==> src/rtl/game_timing_pkg.sv <==
// Shared timing definitions for the asteroid game: frame FSM states, default
// divider constants and the level-to-period clamp rule.
package game_timing_pkg;

    localparam int unsigned DIV_W       = 32;
    localparam int unsigned LEVEL_W     = 3;
    localparam int unsigned FRAME_CNT_W = 16;

    localparam logic [DIV_W-1:0] BASE_DIV_DEF    = 32'd5000000;
    localparam logic [DIV_W-1:0] STEP_DIV_DEF    = 32'd500000;
    localparam logic [DIV_W-1:0] MIN_DIV_DEF     = 32'd1000000;
    localparam int unsigned      SPAWN_EVERY_DEF = 4;

    typedef enum logic [1:0] {
        IDLE  = 2'd0,
        MOVE  = 2'd1,
        COLL  = 2'd2,
        SPAWN = 2'd3
    } frame_state_e;

    // Period shrinks by step_div per level; underflow or anything below min_div clamps to min_div.
    function automatic logic [DIV_W-1:0] calc_period(
        input logic [LEVEL_W-1:0] lvl,
        input logic [DIV_W-1:0]   base_div,
        input logic [DIV_W-1:0]   step_div,
        input logic [DIV_W-1:0]   min_div
    );
        logic [DIV_W-1:0] reduction;
        logic [DIV_W-1:0] diff;
        reduction = DIV_W'(lvl) * step_div;
        diff      = base_div - reduction;
        if ((reduction > base_div) || (diff < min_div)) begin
            return min_div;
        end
        return diff;
    endfunction

endpackage

==> src/rtl/frame_scheduler_if.sv <==
// Request/done handshake bundle between the frame scheduler and the
// movement, collision and spawner engines.
interface frame_scheduler_if;

    logic move_req;
    logic move_done;
    logic coll_req;
    logic coll_done;
    logic spawn_req;
    logic spawn_done;

    modport master (
        output move_req,
        output coll_req,
        output spawn_req,
        input  move_done,
        input  coll_done,
        input  spawn_done
    );

    modport slave (
        input  move_req,
        input  coll_req,
        input  spawn_req,
        output move_done,
        output coll_done,
        output spawn_done
    );

endinterface

==> src/rtl/rate_prescaler.sv <==
// Programmable-period prescaler: one tick every 'period' enabled cycles,
// frozen by pause and cleared while run is low.
module rate_prescaler
    import game_timing_pkg::*;
(
    input  logic             cin,
    input  logic             rst_n,
    input  logic             run,
    input  logic             pause,
    input  logic [DIV_W-1:0] period,
    output logic             tick
);

    logic [DIV_W-1:0] count_q;
    logic             enable_c;

    assign enable_c = run && !pause;
    // Tick is combinational so the scheduler reacts on the terminal-count edge.
    assign tick     = enable_c && (count_q == (period - DIV_W'(1)));

    always_ff @(posedge cin or negedge rst_n) begin
        if (!rst_n) begin
            count_q <= '0;
        end else if (!run) begin
            count_q <= '0;
        end else if (tick) begin
            count_q <= '0;
        end else if (enable_c) begin
            count_q <= count_q + DIV_W'(1);
        end
    end

endmodule

==> src/rtl/frame_scheduler.sv <==
// Frame sequencer: each prescaler tick runs move -> collision -> optional spawn
// through the engine handshakes, and reports frame completion and overruns.
module frame_scheduler
    import game_timing_pkg::*;
#(
    parameter logic [DIV_W-1:0] BASE_DIV    = BASE_DIV_DEF,
    parameter logic [DIV_W-1:0] STEP_DIV    = STEP_DIV_DEF,
    parameter logic [DIV_W-1:0] MIN_DIV     = MIN_DIV_DEF,
    parameter int unsigned      SPAWN_EVERY = SPAWN_EVERY_DEF
) (
    input  logic                   cin,
    input  logic                   rst_n,
    input  logic                   run,
    input  logic                   pause,
    input  logic [LEVEL_W-1:0]     level,
    frame_scheduler_if.master      eng,
    output logic                   frame_tick,
    output logic [FRAME_CNT_W-1:0] frame_count,
    output logic                   busy,
    output logic                   overrun
);

    localparam int unsigned SPAWN_W = (SPAWN_EVERY > 1) ? $clog2(SPAWN_EVERY) : 1;

    frame_state_e     state_q;
    frame_state_e     state_d;
    logic             finish_c;
    logic             spawn_due_c;
    logic             tick;
    logic [DIV_W-1:0] period_q;
    logic [SPAWN_W-1:0] spawn_cnt_q;
    logic             move_req_q;
    logic             coll_req_q;
    logic             spawn_req_q;

    rate_prescaler u_prescaler (
        .cin    (cin),
        .rst_n  (rst_n),
        .run    (run),
        .pause  (pause),
        .period (period_q),
        .tick   (tick)
    );

    assign spawn_due_c   = (spawn_cnt_q == SPAWN_W'(SPAWN_EVERY - 1));
    assign eng.move_req  = move_req_q;
    assign eng.coll_req  = coll_req_q;
    assign eng.spawn_req = spawn_req_q;

    // Next-state logic; each done is only looked at in its own phase.
    always_comb begin
        state_d  = state_q;
        finish_c = 1'b0;
        case (state_q)
            IDLE: begin
                if (tick) begin
                    state_d = MOVE;
                end
            end
            MOVE: begin
                if (eng.move_done) begin
                    state_d = COLL;
                end
            end
            COLL: begin
                if (eng.coll_done) begin
                    if (spawn_due_c) begin
                        state_d = SPAWN;
                    end else begin
                        state_d  = IDLE;
                        finish_c = 1'b1;
                    end
                end
            end
            SPAWN: begin
                if (eng.spawn_done) begin
                    state_d  = IDLE;
                    finish_c = 1'b1;
                end
            end
            default: state_d = IDLE;
        endcase
    end

    // State register; outputs are registered from the next state so they track the state exactly.
    always_ff @(posedge cin or negedge rst_n) begin
        if (!rst_n) begin
            state_q     <= IDLE;
            move_req_q  <= 1'b0;
            coll_req_q  <= 1'b0;
            spawn_req_q <= 1'b0;
            busy        <= 1'b0;
            frame_tick  <= 1'b0;
            frame_count <= '0;
            spawn_cnt_q <= '0;
            overrun     <= 1'b0;
            period_q    <= calc_period('0, BASE_DIV, STEP_DIV, MIN_DIV);
        end else begin
            state_q     <= state_d;
            move_req_q  <= (state_d == MOVE);
            coll_req_q  <= (state_d == COLL);
            spawn_req_q <= (state_d == SPAWN);
            busy        <= (state_d != IDLE);
            frame_tick  <= finish_c;
            if (finish_c) begin
                frame_count <= frame_count + FRAME_CNT_W'(1);
                spawn_cnt_q <= spawn_due_c ? '0 : (spawn_cnt_q + SPAWN_W'(1));
            end
            if (!run) begin
                overrun <= 1'b0;
            end else if (tick && (state_q != IDLE)) begin
                overrun <= 1'b1;
            end
            // Level is sampled on every tick; the new period governs the following interval.
            if (tick) begin
                period_q <= calc_period(level, BASE_DIV, STEP_DIV, MIN_DIV);
            end
        end
    end

endmodule

==> src/flat_wrapper.sv <==
// flat-port wrapper written by rule: the top's interface ports become plain ports
module frame_scheduler_flat import game_timing_pkg::*;
#(
    parameter logic [DIV_W-1:0] BASE_DIV    = BASE_DIV_DEF,
    parameter logic [DIV_W-1:0] STEP_DIV    = STEP_DIV_DEF,
    parameter logic [DIV_W-1:0] MIN_DIV     = MIN_DIV_DEF,
    parameter int unsigned      SPAWN_EVERY = SPAWN_EVERY_DEF
)
  (cin, rst_n, run, pause, level, frame_tick, frame_count, busy, overrun, eng_move_req, eng_coll_req, eng_spawn_req, eng_move_done, eng_coll_done, eng_spawn_done);
  frame_scheduler_if eng_i ();
  input  logic cin;
  input  logic rst_n;
  input  logic run;
  input  logic pause;
  input  logic [LEVEL_W-1:0] level;
  output logic frame_tick;
  output logic [FRAME_CNT_W-1:0] frame_count;
  output logic busy;
  output logic overrun;
  output wire logic [$bits(eng_i.move_req)-1:0] eng_move_req;
  output wire logic [$bits(eng_i.coll_req)-1:0] eng_coll_req;
  output wire logic [$bits(eng_i.spawn_req)-1:0] eng_spawn_req;
  input wire logic [$bits(eng_i.move_done)-1:0] eng_move_done;
  input wire logic [$bits(eng_i.coll_done)-1:0] eng_coll_done;
  input wire logic [$bits(eng_i.spawn_done)-1:0] eng_spawn_done;
  assign eng_move_req = eng_i.move_req;
  assign eng_coll_req = eng_i.coll_req;
  assign eng_spawn_req = eng_i.spawn_req;
  assign eng_i.move_done = eng_move_done;
  assign eng_i.coll_done = eng_coll_done;
  assign eng_i.spawn_done = eng_spawn_done;
  frame_scheduler #(.BASE_DIV(BASE_DIV), .STEP_DIV(STEP_DIV), .MIN_DIV(MIN_DIV), .SPAWN_EVERY(SPAWN_EVERY)) u_core (.cin(cin), .rst_n(rst_n), .run(run), .pause(pause), .level(level), .eng(eng_i), .frame_tick(frame_tick), .frame_count(frame_count), .busy(busy), .overrun(overrun));
endmodule
==> config.mk <==
export PLATFORM = sky130hd
export DESIGN_NAME = frame_scheduler_flat
export DESIGN_NICKNAME = d
export VERILOG_FILES = /design/src/rtl/game_timing_pkg.sv /design/src/rtl/frame_scheduler_if.sv /design/src/rtl/rate_prescaler.sv /design/src/rtl/frame_scheduler.sv /design/src/flat_wrapper.sv
export SDC_FILE = /design/constraint.sdc
export NUM_CORES = 1
export LEC_CHECK = 0
export CORE_MARGIN = 2
export CORE_UTILIZATION = 50
export DETAILED_ROUTE_END_ITERATION = 8
export GPL_ROUTABILITY_DRIVEN = 1
export PLACE_DENSITY = 0.72
export SYNTH_ARGS = -nofsm -noshare
export SYNTH_HDL_FRONTEND = slang
export SYNTH_SLANG_ARGS = --single-unit
==> constraint.sdc <==
create_clock -name cin -period 2.82 [get_ports cin]
set_input_delay 0.282 -clock cin [delete_from_list [all_inputs] [get_ports cin]]
set_output_delay 0.282 -clock cin [all_outputs]
set_load 0.03 [all_outputs]
# After elaboration in Yosys (flattened, before gate mapping)
# Index checks and enable logic that the tools add are counted.
# word_totals
reg_bits	90
inputBits	10
wordCells	55
# classes
add_sub_neg	5
n_mul	1
magnitude_cmp	1
n_eq_ne	10
n_mux	20
reduce_logical	7
# ops
operator	n
two-way mux 32 bit	5
adder 32 x 1 -> 32 bit (second input constant)	1
== test 32 bit	1
less-than comparator 32 x 20 -> 1 bit (second input constant)	1
subtractor 32 x 1 -> 32 bit (second input constant)	1
subtractor 23 x 22 -> 24 bit (first input constant)	1
multiplier 3 x 14 -> 17 bit (second input constant)	1
adder 16 x 1 -> 16 bit (second input constant)	1
two-way mux 2 bit	6
== test 2 bit (second input constant)	5
one-hot mux 2 bit (4 select lines)	1
two-way mux 1 bit	7
== test 2 x 1 -> 1 bit (second input constant)	2
nonzero test 2 bit	2
logical AND 1 bit	3
!= test 3 x 1 -> 1 bit (second input constant)	1
adder 2 x 1 -> 2 bit (second input constant)	1
zero test 2 bit	1
!= test 2 x 1 -> 1 bit (second input constant)	1
one-hot mux 1 bit (2 select lines)	1
zero test 1 bit	1

# Depth between registers and ports, before layout
# Gate-level depths: netlist (run 1).
# depth
ltp_word	6
mapped_depth	13
depth_no_buf	12

# By module
# From an unflattened synthesis (run 1), not the netlist that was laid out.
# unflattened
cells_unflattened	628
hier_area_um2	5482.8
# modules_own_cells
mod	instances	cells_each	area_per_inst_um2
rate_prescaler	1	376	2995.4
frame_scheduler	1	252	2487.4

# Worst setup path after synthesis (run 1)
# Ideal clock, no wire load.
# synth_timing
kind	input to register
start	input level[0]
end	register u_core.period_q[13]
t_arrival_ns	3.346
required_ns	2.695
setup_slack_ns	-0.650
path_stages	12
n_path_buf	1
path_cell_list	inv_1 > fa_1 > inv_1 > fa_1 > nor3b_1 > nand2_1 > xor2_1 > and3_1 > a2111oi_0 > clkbuf_1 > a21oi_1 > mux2_2
# synth_between
elab_chain_len	6
# synth_rtl
item	line	source
from (decl)	flat_wrapper.sv:15	input logic [LEVEL_W-1:0] level;
multiplier 3 x 14 -> 17 bit (*)	game_timing_pkg.sv:30	reduction = DIV_W'(lvl) * step_div;
subtractor 23 x 22 -> 24 bit (*)	game_timing_pkg.sv:31	diff = base_div - reduction;
less-than comparator 32 x 20 -> 1 bit	game_timing_pkg.sv:32	if ((reduction > base_div) || (diff < min_div)) begin
two-way mux 1 bit	game_timing_pkg.sv:32	
two-way mux 1 bit	frame_scheduler.sv:115	if (tick) begin
two-way mux 32 bit (*)	game_timing_pkg.sv:35	return diff;
to (signal assigned)	frame_scheduler.sv:97	period_q <= calc_period('0, BASE_DIV, STEP_DIV, MIN_DIV);
to (signal assigned)	frame_scheduler.sv:116	period_q <= calc_period(level, BASE_DIV, STEP_DIV, MIN_DIV);
to (decl)	frame_scheduler.sv:30	logic [DIV_W-1:0] period_q;
# Mark *: on every way between the ends. The rest lies on a longest branch, timed or not. The select of a mux whose other input is x is not followed.
# A chain may end at the register's enable or synchronous reset.

# Worst setup path in the final report (run 1)
# layout_timing
start	register u_core.period_q[13]
end	register u_core.period_q[16]
# layout_between
elab_chain_len	3
# layout_rtl
item	line	source
subtractor 32 x 1 -> 32 bit	rate_prescaler.sv:19	assign tick = enable_c && (count_q == (period - DIV_W'(1)));
== test 32 bit	rate_prescaler.sv:19	
logical AND 1 bit	rate_prescaler.sv:19	
# Every way passes these cells.

==> results of run 1 <==
flip-flops by register name, summed over array words and instances, names as in the netlist:
register	cells
u_core.state_q	2
u_core.eng.coll_req	1
u_core.u_prescaler.count_q	32
u_core.frame_count	16
u_core.eng.spawn_req	1
u_core.frame_tick	1
u_core.eng.move_req	1
u_core.overrun	1
u_core.busy	1
u_core.period_q	14
u_core.spawn_cnt_q	2
logic make-up after synthesis:
family                     share of synthesized area
and+or+nand+nor                                0.232
adders and majority gates                     0.0562
xor gates and xnor gates                       0.136
muxes                                         0.0427
DFF                                            0.391
AOI/OAI and AO/OA                              0.109
buffers and inverters                         0.0335
per-layer routing:
| layer | up-vias | GRT usage | wire [um] |
|---|---|---|---|
| met1 | 2006 | 0.299 | 5080 |
| li1 | 1961 | - | - |
| met3 | 22 | 0.0334 | 313 |
| met4 | 0 | 0.0790 | 249 |
| met2 | 68 | 0.391 | 5780 |
| met5 | - | 0 | 0 |
repair_timing:
item | 4_1_cts | 5_1_grt
cloned | 0 | 1
pin swaps | 10 | 18
hold buffers | 1 | 0
endpoints found under the setup margin | 35 | 47
setup buffers | 4 | 9
resized for setup | 26 | 29
hold endpoints to repair | 20 | 0
cell type report:
cell class,count,area (sq um),share of cell area
Multi-Input combinational cell,393,2870,0.478
Sequential cell,72,1810,0.301
Timing Repair Buffer,104,896,0.149
Tap cell,111,139,0.0231
Clock buffer,10,128,0.0212
Inverter,25,100,0.0166
Clock inverter,6,67.6,0.0112
cells in the mapped netlist (all sizes together), types with 5 or more instances:
library cell / count / area (sq um)
dfrtp: 65 / 1630
nor2: 55 / 206
and3: 7 / 43.8
xor2: 35 / 307
o21ai: 21 / 105
mux2i: 13 / 130
nand2b: 5 / 31.3
nor4: 7 / 58.8
dfstp: 7 / 184
nor2b: 7 / 43.8
a21o: 5 / 37.5
xnor2: 37 / 324
nor3b: 5 / 37.5
inv: 25 / 93.8
nand3: 17 / 85.1
clkbuf: 13 / 50.0
a21oi: 19 / 95.1
nand4: 20 / 125
nor3: 17 / 101
mux2: 6 / 67.6
and2: 7 / 43.8
ha: 16 / 200
nand2: 42 / 160
stage by stage:
step           worst slack (ns)   util  setup TNS (ns)  instance area (sq um)  power [uW]
2_1_floorplan            -0.308      -           -2.04                   4690        1420
3_3_place_gp             -0.796  0.605           -8.86                   5520        1640
3_5_place_dp             -0.894  0.605          -10.17                   5520        1660
4_1_cts                  -0.136  0.635           -1.10                   5780        2540
5_1_grt                  -0.263  0.660           -3.57                   6010        2740
6_report                 -0.138  0.660           -1.33                   6010        2610
final timing paths:
check                                              startpoint                                         to  cells past startpoint
setup / recovery              u_core.period_q[13]$_DFFE_PN0P_            u_core.period_q[16]$_DFFE_PN0P_                     11
max in group asynchronous                               rst_n            u_core.period_q[22]$_DFFE_PN1P_                      3
hold reg to reg            u_core.frame_count[15]$_DFFE_PN0P_         u_core.frame_count[15]$_DFFE_PN0P_                      1
min in group cin           u_core.frame_count[15]$_DFFE_PN0P_         u_core.frame_count[15]$_DFFE_PN0P_                      1
hold / removal                                          rst_n  u_core.u_prescaler.count_q[4]$_DFFE_PN0P_                      2
setup reg to reg              u_core.period_q[13]$_DFFE_PN0P_            u_core.period_q[16]$_DFFE_PN0P_                     11
where the power goes:
group / internal, uW / total (uW) / switching, uW
combinational: 341 / 683 / 342
sequential: 1060 / 1100 / 33.6
clock: 412 / 835 / 422
worst reg2reg max path: cells and delay by family (launching register included):
family / cells / cell delay [ns]
buffers and inverters: 4 / 0.66
AOI/OAI and AO/OA: 1 / 0.46
muxes: 1 / 0.22
and+or+nand+nor: 5 / 1.16
DFF: 1 / 0.38
==> results.txt, run 1 <==
----------------------------------------------------
[Outcome]
  Outcome ... finished with violations
  Violated checks ... setup timing

[Clock tree]
  Clock latency of the later-clocked register in the worst-skew pair ... about 0.35 ns
  Buffer cell driving the clock tree root ... sky130_fd_sc_hd__clkbuf_8
  Buffers from clock root to sink, at most ... 2
  Num CTS Buffers ... 9
  H-tree depth reported by CTS ... 3
  Number of sinks driven by the clock tree ... 72
  TritonCTS clock tree ... built
  Clock slew at the register clock pins of the worst setup and hold paths ... approximately 0.080 ns

[Cells and area]
  Commonest cells after routing, fill and taps aside ... sky130_fd_sc_hd__buf_4, sky130_fd_sc_hd__dfrtp_1, sky130_fd_sc_hd__nor2_1
  Antenna diode count ... 0
  Layout area overhead ... 29.8%
  Number of filler instances in the final layout ... about 730
  Non-filler cells in the finished layout ... slightly above 700
  Net count, final ... roughly 630
  Most common library cell in the layout ignoring fill and taps ... sky130_fd_sc_hd__buf_4
  Layout cell share with drive strength beyond 1 ... 0.234

[Routing]
  Detailed router's first-iteration violation count ... between 150 and 200
  First-pass DRT Iterations ... 4
  Count of vias placed by the detailed router ... roughly 4k
  Total detailed-routing wirelength ... about 11000 um
  Remaining DRCs ... 0
  Per-cell routed wire length ... ~16 um
  Routed vias/inst ... between 5 and 6
  Post-DRT Antenna Nets ... 0

[Setup path]
  Cell type group with the largest total delay on the critical path ... simple AND/OR/NAND/NOR gates
  Crit-path max cell delay ... around 0.46 ns
  Required @ worst endpoint ... around 3.1 ns
  Reg2reg setup slack ... -0.14 ns
  Slowest library cell on the worst path ... sky130_fd_sc_hd__a222oi_1
  Type of destination of the critical path ... flip-flop
  CP Launch Type ... flip-flop
  Worst-path maximum fanout ... 6
  Type of the worst setup path ... reg -> reg
  Arrival time of data at the critical path endpoint ... ~3.2 ns
  Critical-path cell list ... buf_4 > nor4_4 > buf_4 > and2_4 > nand4_1 > a222oi_1 > nand4_1 > nor3_4 > buf_12 > buf_4 > mux2i_1
  Most repeated library cell on the critical path ... sky130_fd_sc_hd__buf_4
  Crit path buffers/inverters ... 4

[Synth]
  Synth Warn # ... 0
  Seq cells post-synth ... between 70 and 80
  Number of distinct library cell variants in the gate-level netlist after synthesis ... 60
  Net count of the mapped netlist ... between 500 and 600
  Post-synth EDFFs ... 0
  Top flip-flop cell by instance count after synthesis ... sky130_fd_sc_hd__dfrtp_1
  Part of the Yosys area used for sequential elements ... 0.391
  Ys async rst share ... 1.00
  Post-synth design cell area ... around 4600 sq um
  Average cell area after synthesis ... around 9.2 sq um
  Number of standard cells after synthesis ... 504

[Global route]
  Maximum number of pins on one net before global-route repair ... 29
  Number of global-route vias before repair ... ~4k
  First-pass GRT wire length ... ~19000 um
  Global router's overall resource usage ... 0.230
  Initial antenna violation count ... 0
  Overall overflow remaining after global route ... 0

[STA]
  Total count of hold-check failures in the final report ... 0
  Max Transition Viols Final ... 0
  Maximum clock frequency ... between 300 and 400 MHz
  Largest clock skew in the final design ... 0.0174 ns
  Post-layout worst setup margin ... -0.138 ns
  Max-Slew Margin vs Limit ... 0.573
  Time the final worst path needs with I/O delays and setup ... between 2 and 3 ns
  Post-route clock period utilization ... 1.05
  Worst hold-check slack ... approximately 0.48 ns
  Slew at the pin with the worst max-slew slack ... 0.641 ns
  RSZ-0062 raised after global routing ... true
  Count of endpoints failing setup in the final report ... 14

[Pwr]
  Largest vdd supply drop ... 243 uV
  Power per cell area ... 435 nW/um^2
  P_leak ... roughly 0.0027 uW

[Floorplanning]
  Core footprint ... 9110 sq um
  Initial standard-cell utilization of the core ... 0.509
  Floorplan row count ... 35
  Vertical extent of the die ... about 100 um
  Die Wd ... roughly 100 um
  Die footprint ... a little over 10000 sq um
  Number of top-level design ports ... 32

[Placed design]
  Number of port buffers ... 31
  Cells after DPL ... 690
  Detail Placement HPWL ... approximately 8300 um
  GP Congestion ... about 0.9

[Job]
  Max-cap violations ... 0

[Min path]
  Worst min-delay path class ... in -> async

----------------------------------------------------
(Power assumes the default switching activity.)
==> run 2, diff against run 1 <==
Settings changed: CTS_CLUSTER_DIAMETER set to 80.
==> results of run 2 <==
No change in the layout: final DEF, timing and power equal those of run 1.
